[config.mk]
export PLATFORM = sky130hd
export DESIGN_NAME = complex_mult_requester
export DESIGN_NICKNAME = d
export VERILOG_FILES = /design/src/rtl/complex_mult_requester.sv
export SDC_FILE = /design/constraint.sdc
export NUM_CORES = 1
export LEC_CHECK = 0
export ABC_AREA = 0
export BUFFER_PORTS_ARGS = -buffer_cell sky130_fd_sc_hd__buf_2
export CAP_MARGIN = 0
export CORE_MARGIN = 1.5
export CORE_UTILIZATION = 45
export CTS_CLUSTER_SIZE = 14
export DETAILED_ROUTE_END_ITERATION = 16
export PLACE_DENSITY = 0.67
export SLEW_MARGIN = 0
export SYNTH_ARGS = -nofsm -noshare
export SYNTH_HDL_FRONTEND = slang
export SYNTH_SLANG_ARGS = --single-unit
[constraint.sdc]
create_clock -name clk -period 2.6 [get_ports clk]
set_input_delay 0.26 -clock clk [delete_from_list [all_inputs] [get_ports clk]]
set_output_delay 0.26 -clock clk [all_outputs]
set_load 0.05 [all_outputs]
[src/rtl/complex_mult_requester.sv]
// Requester for a complex multiplier: operand FIFO in front of a single-outstanding op/res
// handshake, registered output stage, wrapping transaction counter and sticky response timeout.
module complex_mult_requester #(
   parameter int DATA_WIDTH = 8,
   parameter int FIFO_DEPTH = 4,
   parameter int TIMEOUT    = 16
) (
   input  logic                    clk,
   input  logic                    rstn,
   input  logic                    sw_rst,
   input  logic                    in_val,
   output logic                    in_ready,
   input  logic [DATA_WIDTH-1:0]   in_op_1_re,
   input  logic [DATA_WIDTH-1:0]   in_op_1_im,
   input  logic [DATA_WIDTH-1:0]   in_op_2_re,
   input  logic [DATA_WIDTH-1:0]   in_op_2_im,
   output logic                    op_val,
   input  logic                    op_ready,
   output logic [DATA_WIDTH-1:0]   op_1_re,
   output logic [DATA_WIDTH-1:0]   op_1_im,
   output logic [DATA_WIDTH-1:0]   op_2_re,
   output logic [DATA_WIDTH-1:0]   op_2_im,
   input  logic                    res_val,
   output logic                    res_ready,
   input  logic [2*DATA_WIDTH-1:0] result_re,
   input  logic [2*DATA_WIDTH-1:0] result_im,
   output logic                    out_val,
   input  logic                    out_ready,
   output logic [2*DATA_WIDTH-1:0] out_re,
   output logic [2*DATA_WIDTH-1:0] out_im,
   output logic                    busy,
   output logic [15:0]             txn_count,
   output logic                    timeout_err
);

   localparam int AW = $clog2(FIFO_DEPTH);
   localparam int TW = $clog2(TIMEOUT + 1);
   localparam logic [AW:0]   DEPTH_C = (AW+1)'(FIFO_DEPTH);
   localparam logic [TW-1:0] TLAST_C = TW'(TIMEOUT - 1);

   typedef struct packed {
      logic [DATA_WIDTH-1:0] op_1_re;
      logic [DATA_WIDTH-1:0] op_1_im;
      logic [DATA_WIDTH-1:0] op_2_re;
      logic [DATA_WIDTH-1:0] op_2_im;
   } opset_t;

   typedef enum logic [1:0] {IDLE, ISSUE, WAIT_RES} state_t;

   opset_t                  mem_q [FIFO_DEPTH];
   opset_t                  head;
   logic [AW-1:0]           wr_ptr_q, wr_ptr_d, rd_ptr_q, rd_ptr_d;
   logic [AW:0]             count_q, count_d;
   logic [15:0]             txn_count_q, txn_count_d;
   state_t                  state_q;
   logic [TW-1:0]           timer_q;
   logic                    out_val_q, timeout_err_q;
   logic [2*DATA_WIDTH-1:0] out_re_q, out_im_q;
   logic                    push, pop, capture;

   // in_ready looks only at the registered count, so a full FIFO refuses a push even while popping.
   assign in_ready  = (count_q != DEPTH_C);
   assign push      = in_val & in_ready & ~sw_rst;
   assign op_val    = (state_q == ISSUE);
   assign pop       = op_val & op_ready;
   assign res_ready = (state_q == WAIT_RES) & (~out_val_q | out_ready);
   assign capture   = res_val & res_ready;
   assign head      = mem_q[rd_ptr_q];

   assign op_1_re     = op_val ? head.op_1_re : '0;
   assign op_1_im     = op_val ? head.op_1_im : '0;
   assign op_2_re     = op_val ? head.op_2_re : '0;
   assign op_2_im     = op_val ? head.op_2_im : '0;
   assign out_val     = out_val_q;
   assign out_re      = out_re_q;
   assign out_im      = out_im_q;
   assign txn_count   = txn_count_q;
   assign timeout_err = timeout_err_q;
   assign busy        = (state_q != IDLE) | (count_q != '0);

   always_comb begin
      // NOTE: every variable gets a default first so no path leaves it unassigned (no latch).
      wr_ptr_d    = wr_ptr_q;
      rd_ptr_d    = rd_ptr_q;
      count_d     = count_q;
      txn_count_d = txn_count_q + 16'(capture);
      if (push) wr_ptr_d = wr_ptr_q + AW'(1);
      if (pop)  rd_ptr_d = rd_ptr_q + AW'(1);
      case ({push, pop})
         2'b10:   count_d = count_q + (AW+1)'(1);
         2'b01:   count_d = count_q - (AW+1)'(1);
         default: ;
      endcase
   end

   always_ff @(posedge clk or negedge rstn) begin
      if (!rstn) begin
         wr_ptr_q    <= '0;
         rd_ptr_q    <= '0;
         count_q     <= '0;
         txn_count_q <= '0;
      end else if (sw_rst) begin
         wr_ptr_q    <= '0;
         rd_ptr_q    <= '0;
         count_q     <= '0;
         txn_count_q <= '0;
      end else begin
         wr_ptr_q    <= wr_ptr_d;
         rd_ptr_q    <= rd_ptr_d;
         count_q     <= count_d;
         txn_count_q <= txn_count_d;
      end
   end

   // NOTE: storage is not reset; count_q alone decides which entries are valid.
   always_ff @(posedge clk) begin
      if (push) mem_q[wr_ptr_q] <= '{in_op_1_re, in_op_1_im, in_op_2_re, in_op_2_im};
   end

   always_ff @(posedge clk or negedge rstn) begin
      if (!rstn) begin
         state_q       <= IDLE;
         timer_q       <= '0;
         out_val_q     <= 1'b0;
         out_re_q      <= '0;
         out_im_q      <= '0;
         timeout_err_q <= 1'b0;
      end else if (sw_rst) begin
         state_q       <= IDLE;
         timer_q       <= '0;
         out_val_q     <= 1'b0;
         out_re_q      <= '0;
         out_im_q      <= '0;
         timeout_err_q <= 1'b0;
      end else begin
         // A capture in the same cycle as a downstream take keeps out_val high.
         if (capture) begin
            out_val_q <= 1'b1;
            out_re_q  <= result_re;
            out_im_q  <= result_im;
         end else if (out_ready) begin
            out_val_q <= 1'b0;
         end
         case (state_q)
            IDLE: begin
               if (count_q != '0) state_q <= ISSUE;
            end
            ISSUE: begin
               if (op_ready) begin
                  state_q <= WAIT_RES;
                  timer_q <= '0;
               end
            end
            WAIT_RES: begin
               if (capture) begin
                  state_q <= (count_q != '0) ? ISSUE : IDLE;
               end else if (timer_q == TLAST_C) begin
                  timeout_err_q <= 1'b1;
                  state_q       <= IDLE;
               end else begin
                  timer_q <= timer_q + TW'(1);
               end
            end
            default: state_q <= IDLE;
         endcase
      end
   end

endmodule
==> impl_metrics.yaml <==
finish:
  antenna-diode-count: 0
  share_of_layout_cells_above_drive_strength_1: 0.359
  layout_commonest_cell: "sky130_fd_sc_hd__buf_2"
  final_nets: 764
  most_used_cells_in_the_layout_excluding_fill_and_tap_cells: "sky130_fd_sc_hd__buf_2 (156), sky130_fd_sc_hd__edfxtp_1 (128), sky130_fd_sc_hd__nand2_1 (72)"
  design_area_mm2: 0.00952
  areaGrowthSynthToFinish_pct: 21.3
  num-fill-cells: 1457
sta:
  rsz0062_at_grt: "no"
  max_slew_margin: 0.529
  finalSetupTns_ns: 0
  finalHoldViolations: 0
  drv_slew: 0
  final_critical_path_share_of_the_clock_period: 0.861
  timing.final.crit_period_ns: 2.24
  fmax_mhz: 447
  fin_worst_skew_ns: 0.0143
  timing.final.setup_violations: 0
  worst_pin_slew_ns: 0.707
die:
  design.die.area_mm2: 0.0182
  floorplan.core_area_mm2: 0.0172
  die_w_um: 135
  initial_core_util: 0.457
  io_pins: 157
  die_height_um: 135
  rows: 48
placement:
  dp.final_hpwl_mm: 9.84
  dpl_cell_area_mm2: 0.00893
  port_buffers: 156
  finalWeightedCongestion: 0.794
clock_network:
  cts-htree-levels: 4
  tritoncts_num_sinks: 192
  clock_path_buffers: 2
  tritoncts_clock_tree: "done"
  cts-buffers-inserted: 17
  clock_insertion_delay_worst_skew_ns: 0.43
  clkSlewWorstSetupHoldPaths_ns: 0.07
  ctsResizeCount: 0
  clk_root_buffer_cell: "sky130_fd_sc_hd__clkbuf_16"
global_route:
  grt_overflow: 0
  grt_pass1_vias: 4779
  grt_first_pass_wirelength_mm: 24.7
  antenna_found_initial: 0
  grt_max_degree: 69
  grt_use_total: 0.179
worst_setup_path:
  critPathLaunchType: "flop"
  critical_path.endpoint_type: "output port"
  timing.critical_path.slowest_cell_delay_ns: 0.53
  timing.critical_path.required_ns: 2.34
  critical-path-slowest-cell: "sky130_fd_sc_hd__mux4_2"
  crit_arrival_ns: 1.98
  path_delay_family: "multiplexers"
  buf_inv_on_cp: 2
  criticalPathCategory: "reg2out"
  critPathMaxFanout: 11
  cell_chain_critical_path: "buf_4 -> mux4_2 -> nor2b_1 -> buf_2"
logic_synthesis:
  synth-edff-count: 128
  syn_area_mm2: 0.00785
  synth_area_per_cell_um2: 15.1
  yosys_warnings: 0
  async_set_or_reset_register_ratio_after_synthesis: 0.333
  yosysSeqAreaShare: 0.694
  netlist-cell-type-count: 46
  ys.flop_type: "sky130_fd_sc_hd__edfxtp_1"
  total_nets_after_synthesis: 599
  synth_seq_cells: 192
  post_synth_inst_count: 519
run_status:
  outcome: "completed"
routing:
  drt_first_iter_violations: 253
  wl_per_cell_um: 16.7
  drcViolationCount: 0
  antenna_left: 0
  postRouteWirelength_mm: 15.4
  routed-via-count: 4739
  drtPass1Iterations: 4
  viasPerCell: 5.14
min_path:
  worstHoldPathType: "in2reg"
run:
  max_cap_viol_count: 0
power:
  power.static_leakage_nw: 3.81
  cellPowerDensity_mw_per_mm2: 823
  vdd.ir_drop.worst_mv: 0.479
## per-layer routing
metal,track usage,wire (um)
met1,0.238,6750
met2,0.287,7500
met3,0.0417,868
met4,0.0693,250
met5,0,0
## layout make-up
type                       instances  area (um2)  share of cell area
inverter                           9        33.8             0.00355
multi-input combinational        293        2250               0.237
clock inverter                     8        66.3             0.00697
sequential                       192        5450               0.572
clock buffer                      24         515              0.0542
tap                              225         282              0.0296
timing repair buffer             171         921              0.0967
## power by group
| part | total [mW] | internal (mW) | leakage [nW] | switching (mW) |
|---|---|---|---|---|
| logic | 1.81 | 0.592 | 1.47 | 1.21 |
| clock network | 2.51 | 1.41 | 0.293 | 1.10 |
| registers | 3.52 | 3.44 | 2.05 | 0.0813 |
| total | 7.84 | 5.44 | 3.81 | 2.40 |
## flip-flops by register name, indices dropped and copies added (netlist names)
name and flops:
mem_q 128, out_im 16, out_re 16, txn_count 16, timer_q 5, count_q 3, rd_ptr_q 2, state_q 2
wr_ptr_q 2, out_val 1, timeout_err 1
## per-stage QoR
step                power [mW]  instances  setup slack, ns  hold slack, ns   util
finish                    7.84        922            0.362          0.0449  0.554
global route              8.16        922            0.245          0.0372  0.554
CTS                       7.92        922            0.304          0.0270  0.554
detailed placement        5.42        889            0.380           0.123  0.520
global placement          5.38        889            0.503           0.114  0.520
floorplan                 4.94        519            0.314         -0.0356      -
## synth_stat cells, drive strengths merged, types with 7 or more instances
cell type | n | area (um2)
a21oi | 39 | 199
buf | 14 | 77.6
clkbuf | 11 | 41.3
dfrtp | 64 | 1600
edfxtp | 128 | 3840
ha | 8 | 100
inv | 9 | 33.8
mux4 | 32 | 721
nand2 | 73 | 290
nand2b | 7 | 43.8
nand3 | 7 | 35.0
nor2 | 27 | 101
nor2b | 37 | 231
xnor2 | 12 | 124
## what timing repair did
action                                 4_1_cts  5_1_grt
hold buffers                                 1        0
endpoints found under the hold margin        8        0
setup endpoints to repair                    0        0
setup buffers                                0        0
## worst reg2reg max path: stages, from the launching register on
cell and delay (ns):
sky130_fd_sc_hd__dfrtp_1 0.41, sky130_fd_sc_hd__or3b_4 0.30, sky130_fd_sc_hd__nand2_8 0.08, sky130_fd_sc_hd__nor2_1 0.23
sky130_fd_sc_hd__nor2_1 0.09, sky130_fd_sc_hd__fa_1 0.39, sky130_fd_sc_hd__and4_1 0.17, sky130_fd_sc_hd__a21oi_2 0.11
sky130_fd_sc_hd__mux2_1 0.33
## final timing paths
path                       slack [ns]                     from                      end  cells after the start
setup / recovery                 0.36  rd_ptr_q[0]$_DFFE_PN0P_               op_2_im[4]                      4
hold / removal                   0.04            in_op_2_im[2]    mem_q[3][2]$_DFFE_PP_                      1
setup reg to reg                 0.38   count_q[2]$_DFFE_PN0P_   count_q[2]$_DFFE_PN0P_                      8
hold reg to reg                  0.50   timer_q[4]$_DFFE_PN0P_   timer_q[4]$_DFFE_PN0P_                      1
max in group asynchronous        1.34                     rstn    out_re[3]$_DFFE_PN0N_                      4
min in group asynchronous        0.20                     rstn  txn_count[14]$_DFF_PN0_                      2
## logic make-up after synthesis
logic type               synth area share
AO/OA/AOI/OAI                      0.0362
XOR/XNOR                           0.0214
adder cells (fa/ha/maj)            0.0153
buffers and inverters              0.0195
flip-flops                          0.694
multiplexers                       0.0993
AND/OR/NAND/NOR                     0.114
Note: power is estimated with default switching activity, not from simulation.
